[config.mk]
export PLATFORM = sky130hd
export DESIGN_NAME = dmem_lsu
export DESIGN_NICKNAME = d
export VERILOG_FILES = /design/src/rtl/dmem_lsu.sv
export SDC_FILE = /design/constraint.sdc
export NUM_CORES = 1
export LEC_CHECK = 0
export BUFFER_PORTS_ARGS = -buffer_cell sky130_fd_sc_hd__buf_2
export CORE_MARGIN = 5
export CORE_UTILIZATION = 50
export CTS_BUF_LIST = sky130_fd_sc_hd__clkbuf_2
export DETAILED_ROUTE_END_ITERATION = 12
export PLACE_DENSITY = 0.82
export SYNTH_ARGS = -nofsm -noshare
export SYNTH_HDL_FRONTEND = slang
export SYNTH_SLANG_ARGS = --single-unit
[constraint.sdc]
create_clock -name clk -period 2.4 [get_ports clk]
set_clock_uncertainty 0.2 [all_clocks]
set_input_delay 0.24 -clock clk [delete_from_list [all_inputs] [get_ports clk]]
set_output_delay 0.24 -clock clk [all_outputs]
set_load 0.02 [all_outputs]
[src/rtl/dmem_lsu.sv]
// Load/store unit driving a word-wide data memory port with sub-word support.
// Define DMEM_LSU_SUBWORD_EN to build byte/half accesses; otherwise word only.
module dmem_lsu #(
    parameter int WIDTH = 32
) (
    input  logic             clk,
    input  logic             reset_n,
    input  logic             req_valid,
    output logic             req_ready,
    input  logic             req_we,
    input  logic [1:0]       req_size,
    input  logic             req_unsigned,
    input  logic [WIDTH-1:0] req_addr,
    input  logic [WIDTH-1:0] req_wdata,
    output logic             resp_valid,
    output logic             resp_err,
    output logic [WIDTH-1:0] resp_rdata,
    output logic             mem_we,
    output logic [WIDTH-1:0] mem_a,
    output logic [WIDTH-1:0] mem_wd,
    input  logic [WIDTH-1:0] mem_rd
);

    typedef enum logic [1:0] {
        IDLE  = 2'd0,
        EXEC  = 2'd1,
`ifdef DMEM_LSU_SUBWORD_EN
        WRITE = 2'd2,
`endif
        RESP  = 2'd3
    } state_t;

    state_t state;
    state_t next_state;

    logic [WIDTH-1:0] addr_q;
    logic [WIDTH-1:0] wdata_q;
    logic [WIDTH-1:0] rdata_q;
    logic [1:0]       size_q;
    logic             we_q;
    logic             err_q;

    logic             err_c;
    logic             word_wr;
    logic [WIDTH-1:0] load_c;

`ifdef DMEM_LSU_SUBWORD_EN
    logic             uns_q;
    logic [WIDTH-1:0] merge_q;
    logic [WIDTH-1:0] merge_c;
    logic [WIDTH-1:0] lane_mask;
    logic [WIDTH-1:0] shifted;
    logic [4:0]       sh;
`else
    logic             unused_uns;
    assign unused_uns = req_unsigned;
`endif

    // Misalignment and illegal-size detection on the captured request.
    always_comb begin
        err_c = 1'b0;
`ifdef DMEM_LSU_SUBWORD_EN
        unique case (size_q)
            2'b00:   err_c = 1'b0;
            2'b01:   err_c = addr_q[0];
            2'b10:   err_c = |addr_q[1:0];
            default: err_c = 1'b1;
        endcase
`else
        err_c = (size_q != 2'b10) || (addr_q[1:0] != 2'b00);
`endif
    end

`ifdef DMEM_LSU_SUBWORD_EN
    assign sh      = {addr_q[1:0], 3'b000};
    assign shifted = mem_rd >> sh;

    always_comb begin
        load_c = mem_rd;
        unique case (size_q)
            2'b00: begin
                if (uns_q)
                    load_c = {{(WIDTH-8){1'b0}}, shifted[7:0]};
                else
                    load_c = {{(WIDTH-8){shifted[7]}}, shifted[7:0]};
            end
            2'b01: begin
                if (uns_q)
                    load_c = {{(WIDTH-16){1'b0}}, shifted[15:0]};
                else
                    load_c = {{(WIDTH-16){shifted[15]}}, shifted[15:0]};
            end
            default: load_c = mem_rd;
        endcase
    end

    always_comb begin
        lane_mask = '0;
        if (size_q == 2'b00)
            lane_mask = WIDTH'(8'hFF) << sh;
        else
            lane_mask = WIDTH'(16'hFFFF) << sh;
        merge_c = (mem_rd & ~lane_mask) | ((wdata_q << sh) & lane_mask);
    end
`else
    assign load_c = mem_rd;
`endif

    always_ff @(posedge clk or negedge reset_n) begin
        if (!reset_n)
            state <= IDLE;
        else
            state <= next_state;
    end

    always_comb begin
        next_state = state;
        unique case (state)
            IDLE: begin
                if (req_valid)
                    next_state = EXEC;
            end
            EXEC: begin
`ifdef DMEM_LSU_SUBWORD_EN
                if (err_c || !we_q || size_q == 2'b10)
                    next_state = RESP;
                else
                    next_state = WRITE;
`else
                next_state = RESP;
`endif
            end
`ifdef DMEM_LSU_SUBWORD_EN
            WRITE: next_state = RESP;
`endif
            RESP: next_state = IDLE;
            default: next_state = IDLE;
        endcase
    end

    // Write enable depends only on state and captured fields, so reset kills it at once.
    always_comb begin
        req_ready  = (state == IDLE);
        resp_valid = (state == RESP);
        resp_err   = (state == RESP) && err_q;
        resp_rdata = (state == RESP) ? rdata_q : '0;
        mem_a      = {addr_q[WIDTH-1:2], 2'b00};
        word_wr    = (state == EXEC) && we_q && !err_c && (size_q == 2'b10);
        mem_we     = word_wr;
        mem_wd     = word_wr ? wdata_q : '0;
`ifdef DMEM_LSU_SUBWORD_EN
        if (state == WRITE) begin
            mem_we = 1'b1;
            mem_wd = merge_q;
        end
`endif
    end

    always_ff @(posedge clk or negedge reset_n) begin
        if (!reset_n) begin
            addr_q  <= '0;
            wdata_q <= '0;
            rdata_q <= '0;
            size_q  <= 2'b00;
            we_q    <= 1'b0;
            err_q   <= 1'b0;
`ifdef DMEM_LSU_SUBWORD_EN
            uns_q   <= 1'b0;
            merge_q <= '0;
`endif
        end else begin
            if (state == IDLE && req_valid) begin
                addr_q  <= req_addr;
                wdata_q <= req_wdata;
                size_q  <= req_size;
                we_q    <= req_we;
                err_q   <= 1'b0;
                rdata_q <= '0;
`ifdef DMEM_LSU_SUBWORD_EN
                uns_q   <= req_unsigned;
`endif
            end
            if (state == EXEC) begin
                err_q <= err_c;
                if (!we_q && !err_c)
                    rdata_q <= load_c;
`ifdef DMEM_LSU_SUBWORD_EN
                merge_q <= merge_c;
`endif
            end
        end
    end

endmodule

# Word level (Yosys, flattened, before mapping)
# Index checks and enable logic that the tools add are counted.
dict set report totals {
  register_bits 102
  latch_bits 0
  ram_bits 0
  mem_bits_ro 0
  output_inout_bits 100
  elab_cells 33
  n_memories 0
}
dict set report op_classes {
  n_addsub 0
  mul 0
  n_div 0
  magnitude_cmp 0
  n_eq_ne 5
  n_shift 0
  mux 9
  n_bitwise 0
  reduce_logical 12
}
# op count
set ops {}
lappend ops {{two-way mux 32 bit} 5}
lappend ops {{logical AND 1 bit} 6}
lappend ops {{equality test 2 bit, second input constant} 2}
lappend ops {{inequality test 2 bit, second input constant} 2}
lappend ops {{one-hot mux 2 bit (2 select lines)} 1}
lappend ops {{nonzero test 2 bit} 2}
lappend ops {{equality test 2 x 1 -> 1 bit, second input constant} 1}
lappend ops {{logical NOT 1 bit} 2}
lappend ops {{logical NOT 2 bit} 1}
lappend ops {{two-way mux 1 bit} 2}
lappend ops {{two-way mux 2 bit} 1}
lappend ops {{logical OR 1 bit} 1}

# Longest topological paths before layout
# Gate-level depths: netlist (run 1).
dict set report logic_depth {
  word_depth 6
  mapped_depth 6
  ltp_nobuf 3
}

# Least setup slack after synthesis (run 1)
# OpenSTA, ideal clock, no wires.
dict set report synth_path {
  path_kind {register to output}
  startpoint {reg size_q[0]}
  endpoint {out mem_wd[22]}
  arrival_time_ps 1502
  path_slack_ps 458
  path_stages_with_launch 5
  path_buffers 1
  path_cell_list {dfrtp_1 -> nor4b_1 -> and3_1 -> buf_2 -> and2_1}
}
dict set report synth_via {
  elab_chain_len 6
  elab_cells_between_ends 7
  cone_classes {eq/ne (2); mux (1); reduce/logical (4)}
}
# item line
set synth_rtl {}
lappend synth_rtl {{start, declared} 39} ;# logic [1:0] size_q;
lappend synth_rtl {{start signal, assigned} 175} ;# size_q <= req_size;
lappend synth_rtl {{inequality test 2 bit} 70} ;# err_c = (size_q != 2'b10) || (addr_q[1:0] != 2'b00);
lappend synth_rtl {{logical OR 1 bit} 70}
lappend synth_rtl {{logical NOT 1 bit} 148} ;# word_wr = (state == EXEC) && we_q && !err_c && (size_q == 2'b10);
lappend synth_rtl {{logical AND 1 bit} 148}
lappend synth_rtl {{logical AND 1 bit (*)} 148}
lappend synth_rtl {{named net mem_we} 18} ;# output logic mem_we,
lappend synth_rtl {{two-way mux 32 bit (*)} 150} ;# mem_wd = word_wr ? wdata_q : '0;
lappend synth_rtl {{end, declared} 20} ;# output logic [WIDTH-1:0] mem_wd,
# The timed path passes the listed nets; every way through them passes the cells marked *.

# Worst setup path in the final report (run 1)
dict set report layout_path {
  startpoint {reg size_q[0]}
  endpoint {out mem_wd[17]}
}
dict set report layout_via {
  elab_chain_len 6
  elab_cells_between_ends 7
  cone_classes {eq/ne (2); mux (1); reduce/logical (4)}
}
# item line
set layout_rtl {}
lappend layout_rtl {{inequality test 2 bit} 70}
lappend layout_rtl {{logical OR 1 bit} 70}
lappend layout_rtl {{logical NOT 1 bit} 148}
lappend layout_rtl {{logical AND 1 bit} 148}
lappend layout_rtl {{logical AND 1 bit (*)} 148}
lappend layout_rtl {{two-way mux 32 bit (*)} 150}
# Mark *: on every way between the ends. The rest lies on a longest branch, timed or not.

==> impl_metrics.toml, run 1 <==
[setup_path]
r2r_start = "size_q[1]"
end_kind = "output port"
cpLargestDelayFamily = "simple AND/OR/NAND/NOR gates"
setup.worst_path.class = "reg2out"
worstSetupStartpointType = "register"
critPathBufInv = 2
r2r-end = "rdata_q[20]"
cp.depth = 5
cp_slowest_stage_delay_ns = 0.48
reg2reg_slack_ns = 0.45
cp.required_ns = 1.96
arrival_ns = 2.05
crit_chain = "nor4b_4 -> and3_4 -> buf_12 -> and2_1 -> buf_6"
r2r_cells = 6
cp_max_fo = 33
slowest_stage = "dfrtp_1"

[layout]
layout-drive-gt1-share = 0.450
stdcell_count = 809
n_fill_cell = 605
nets = 772
area_delta_synth_final_pct = 43.3
final_cell_area_um2 = 7290

[synthesis]
synth_top_family_by_area = "multiplexers"
yosysWarnings = 0
synthMuxAreaShare = 0.261
synth_compound_area_frac = 0.00197
synth_top_cell_area_share = 0.502
yosys-top-cells-area = "dfrtp_1 50%, mux2_4 20%, mux2i_1 6.3%"
yosysUniqueCellTypes = 22
synth_edf_count = 0
postSynth.asyncResetShare = 1.00
syn_avg_cell_area_um2 = 12.7
yosys-top-cells-count = "102 x dfrtp_1, 67 x mux2_4, 34 x and3_1"
ys_ff_latch = 102
synthAdderAreaFrac = 0
ys.flop_type = "dfrtp_1"
yosysMostFrequentCell = "dfrtp_1"
synth_area_um2 = 5080
yosys.area_share.simple = 0.114
synth_top_area_cell = "dfrtp_1"
yosysSeqAreaShare = 0.502
synthXorXnorAreaFrac = 0
syn_inst = 400

[global_route]
grt_max_degree = 47
overflow = 0
grt_pass1_wl_um = 22600
grt_usage = 0.226
grt_pass1_vias = 4374
antenna_found_initial = 2

[power_and_ir_drop]
irDropWorstVdd_v = 0.000557
power_per_cell_area_nw_per_um2 = 940
leakage_nw = 4.24

[sta]
period_needed_ns = 2.49
slew_viol_final = 0
finalSetupViolations = 32
fin_crit_sh = 1.04
rsz0062_at_grt = "yes"
max_slew.worst_pin.slew_ns = 0.546
hold_viol = 0
fmaxAchievable_mhz = 402
worst_slack_ns = -0.0851
maxSlewHeadroom = 0.636

[status]
violations = "setup timing"
status = "complete, but fails checks"

[detailed_routing]
drtPass1Iterations = 4
drt-initial-drc-count = 200
post_drt_wl_per_cell_um = 17.3
via_per_inst = 4.89
routed.top_layer = "met4"
drt-met1-wl_um = 5460
routed-wl-met3_um = 940
via_count = 3958
drc = 0
ant_nets = 0
met2RoutedLength_um = 7190
wl_um = 14000

[placement]
portBuffers = 199
hpwlAfterDp_um = 7810
dpl_cell_area_um2 = 5890
dp_cells = 685
gp_congestion = 0.825

[clock_network]
htree_levels = 3
cts_tree = "built"
clk_path_buf_depth = 2
clk_pin_slew_ns = 0.26
clock_latency_ns = 0.53
cts_sinks = 102
numCtsBuffers = 9
root_buffer = "clkbuf_2"

[floorplanning]
core_um2 = 9860
start_util = 0.515
num_rows = 36
die-width_um = 111
die_y_um = 111
io_pins = 203
die-area_um2 = 12300

[worst_hold_path]
whs_path_depth = 4
hold_end = "rdata_q[14]"
worstHoldStart = "mem_rd[14]"
hold_path_class = "in2reg"

[flow_run]
drv_cap = 0
-- flip-flops by register name, indices dropped and copies added (netlist names) --
name	count
rdata_q	32
wdata_q	32
addr_q	32
we_q	1
state	2
size_q	2
err_q	1
-- routing by layer --
layer	GRT usage	up-vias
met1	0.260	1935
met2	0.392	184
met4	0.0903	0
met5	0	-
met3	0.0699	38
li1	-	1801
-- stage by stage --
stage                     hold WS, ns  power (mW)  setup TNS, ns  setup WS [ns]  utilization
after global placement         0.0131        5.63              0          0.371        0.597
after floorplan                -0.256        5.42              0          0.458            -
after CTS                       0.168        6.76          -2.40         -0.112        0.736
final                           0.239        6.85          -1.76        -0.0851        0.739
after global routing            0.144        7.24          -7.92         -0.282        0.739
after detailed placement       0.0254        5.75              0          0.373        0.597
-- logic make-up (layout without fill, tap and decap cells) --
family | after synthesis | count (layout)
compound gates | 2 | 2
flops | 102 | 102
mux | 99 | 99
other cells | 1 | 4
simple gates | 106 | 106
buf+inv | 90 | 363
-- how the worst max path moves through the flow --
stage | from | endpoint | slack, ns
2_1_floorplan | size_q[0] | mem_wd[22] | 0.46
3_3_place_gp | size_q[0] | mem_wd[6] | 0.37
3_5_place_dp | size_q[0] | mem_wd[3] | 0.37
4_1_cts | addr_q[0] | mem_wd[3] | -0.11
5_1_grt | size_q[0] | mem_wd[17] | -0.28
6_report | size_q[0] | mem_wd[17] | -0.09
-- tightest hold or removal path: stages --
cell and delay [ns]:
dlygate4sd3_1 0.53, buf_2 0.12, inv_1 0.04, mux2i_1 0.05
-- area by class of cell --
cell class / instances / area (µm²) / share of cell area
clock buffer: 12 / 60.1 / 0.00824
inverter: 32 / 120 / 0.0165
antenna: 2 / 5.00 / 0.000687
clock inverter: 4 / 47.5 / 0.00653
multi-input combinational: 209 / 1960 / 0.269
sequential: 102 / 2550 / 0.350
tap: 133 / 166 / 0.0228
timing repair buffer: 315 / 2380 / 0.326
-- layout by cell type, fill, tap and decap left out, types with 29 or more instances in the layout --
master and instances:
dfrtp_1 102, mux2i_1 32, buf_2 166, buf_6 29, dlygate4sd3_1 102, and2_1 30
inv_1 32, mux2_4 67, nand2_1 32, and3_1 33
-- report_power, final --
group          leakage, nW  switching [mW]  internal [mW]
Combinational         2.91            1.44           1.66
Sequential            1.26           0.482           2.47
Clock               0.0720           0.541          0.250
Total                 4.24            2.46           4.38
-- what timing repair did --
item	CTS	global route
setup endpoints to repair	33	33
endpoints found under the hold margin	202	0
setup buffers	2	1
pin swaps	1	2
hold buffers	103	0
resized for setup	63	5
Power figures use the tool's default switching activity.
==> run 2: changes to the inputs <==
--- a/config.mk
+++ b/config.mk
@@ -5,12 +5,14 @@
 export SDC_FILE = /design/constraint.sdc
 export NUM_CORES = 1
 export LEC_CHECK = 0
+export ABC_CLOCK_PERIOD_IN_PS = 2400
 export BUFFER_PORTS_ARGS = -buffer_cell sky130_fd_sc_hd__buf_2
 export CORE_MARGIN = 5
 export CORE_UTILIZATION = 50
 export CTS_BUF_LIST = sky130_fd_sc_hd__clkbuf_2
 export DETAILED_ROUTE_END_ITERATION = 12
 export PLACE_DENSITY = 0.82
+export SETUP_SLACK_MARGIN = 0.4
 export SYNTH_ARGS = -nofsm -noshare
 export SYNTH_HDL_FRONTEND = slang
 export SYNTH_SLANG_ARGS = --single-unit
==> impl_metrics.toml, run 2 (same netlist as run 1, synthesis figures left out) <==
[global_route]
grt_pass1_vias = 4348
grt_max_degree = 47
grt_pass1_wl_um = 22400
overflow = 0
antenna_found_initial = 2
grt_usage = 0.225

[clock_network]
cts_tree = "built"
cts_sinks = 102
clock_latency_ns = 0.56
root_buffer = "clkbuf_2"
clk_pin_slew_ns = 0.28
htree_levels = 3
clk_path_buf_depth = 2
numCtsBuffers = 9

[placement]
portBuffers = 199
pre_cts_ws_ns = 0.373
gp_congestion = 0.825
hpwlAfterDp_um = 7810

[power_and_ir_drop]
leakage_nw = 4.33
switching_power_mw = 2.76
p_int_mw = 4.88
power_mw = 7.65
p_clk_frac = 0.105
pwr-share-comb = 0.505
irDropWorstVdd_v = 0.000609
swShare = 0.361
seq_power_share = 0.390
power_per_cell_area_nw_per_um2 = 962

[detailed_routing]
via_per_inst = 5.01
drtPass1Iterations = 6
wl_um = 16200
ant_nets = 0
drt-initial-drc-count = 241
drc = 0
via_count = 4119
post_drt_wl_per_cell_um = 19.7

[setup_path]
cp_max_fo = 33
r2r-end = "addr_q[29]"
cp.required_ns = 1.96
r2r_cells = 4
setup.worst_path.class = "reg2out"
arrival_ns = 2.06
worstSetupStartpointType = "register"
end_kind = "output port"
reg2reg_slack_ns = 0.33
r2r_start = "state[0]"

[floorplanning]
num_rows = 36
io_pins = 203
die_y_um = 111
die-width_um = 111
die-area_um2 = 12300
core_um2 = 9860
start_util = 0.515

[layout]
layout-drive-gt1-share = 0.514
nets = 785
final_common_cell = "buf_2"
final_cell_mix = "131 x buf_2, 102 x dfrtp_1, 102 x dlygate4sd3_1"
area_delta_synth_final_pct = 56.4
reg_top3 = "addr_q: 32 flops, rdata_q: 32 flops, wdata_q: 32 flops"

[worst_hold_path]
worstHoldStart = "mem_rd[14]"
whs_path_depth = 4
hold_end = "rdata_q[14]"
hold_path_class = "in2reg"

[status]
violations = "setup timing"
status = "complete, but fails checks"

[sta]
hold_viol = 0
fin_crit_sh = 1.04
worst_slack_ns = -0.0992
period_needed_ns = 2.50
finalSetupViolations = 32
fmaxAchievable_mhz = 400
rsz0062_at_grt = "yes"
slew_viol_final = 0
fin_setup_tns_ns = -2.18

[flow_run]
drv_cap = 0
run 2: cell types whose count changed in the layout (fill, tap and decap cells not counted):
cell and change:
and2_4 +3, buf_4 -2, and3_4 +33, and3_1 -33, buf_16 +1, buf_6 +40, and2_1 -3, clkbuf_16 +6
nor2_1 -1, buf_2 -35, nor2_4 +1, buf_8 +3
run 2: timing repair:
item | CTS | global route
cloned | 0 | 9
hold buffers | 102 | 0
endpoints found under the hold margin | 202 | 0
pin swaps | 1 | 4
endpoints found under the setup margin | 67 | 68
buffers inserted | 2 | 6
resized for setup | 63 | 128
run 2: worst max-delay path by stage:
stage | slack, ns | from | to | cells past startpoint
after global routing | -0.29 | size_q[0] | mem_wd[17] | 5
final | -0.1 | size_q[0] | mem_wd[17] | 5
after detailed placement | 0.37 | size_q[0] | mem_wd[3] | 5
after floorplan | 0.46 | size_q[0] | mem_wd[22] | 4
after global placement | 0.37 | size_q[0] | mem_wd[6] | 5
after CTS | -0.11 | addr_q[0] | mem_wd[3] | 5
run 2: metrics by stage:
step / cell area, µm² / instances / hold WS (ns) / utilization
floorplan: 5090 / 401 / -0.256 / -
global placement: 5890 / 685 / 0.0131 / 0.597
detailed placement: 5890 / 685 / 0.0254 / 0.597
CTS: 7240 / 805 / 0.168 / 0.734
global route: 7950 / 822 / 0.152 / 0.806
finish: 7950 / 822 / 0.210 / 0.806
run 2: layout make-up:
cell class	instances	area, µm²
antenna	2	5.00
clock buffer	12	60.1
clock inverter	4	47.5
fill	487	1920
inverter	32	120
multi-input combinational	209	2140
sequential	102	2550
tap	133	166
timing repair buffer	328	2860
run 2: power by group through the flow:
stage | Combinational (mW) | Sequential (mW) | Clock, mW
2_1_floorplan | 2.64 | 2.77 | 0
3_3_place_gp | 2.79 | 2.84 | 0
3_5_place_dp | 2.84 | 2.91 | 0
4_1_cts | 3.06 | 2.89 | 0.818
5_1_grt | 4.07 | 3.05 | 0.895
6_report | 3.86 | 2.98 | 0.803
run 2: worst max-delay path, cell delays in order (launching register included):
cell and delay (ns):
dfrtp_1 0.48, nor4b_4 0.32, and3_4 0.23, buf_12 0.16, and2_1 0.18, buf_6 0.13
run 2: layer usage:
metal,track usage,vias to the layer above,routed length [µm]
li1,-,1835,-
met1,0.255,2048,6100
met2,0.397,193,8470
met3,0.0650,43,1110
met4,0.0895,0,494
met5,0,-,0
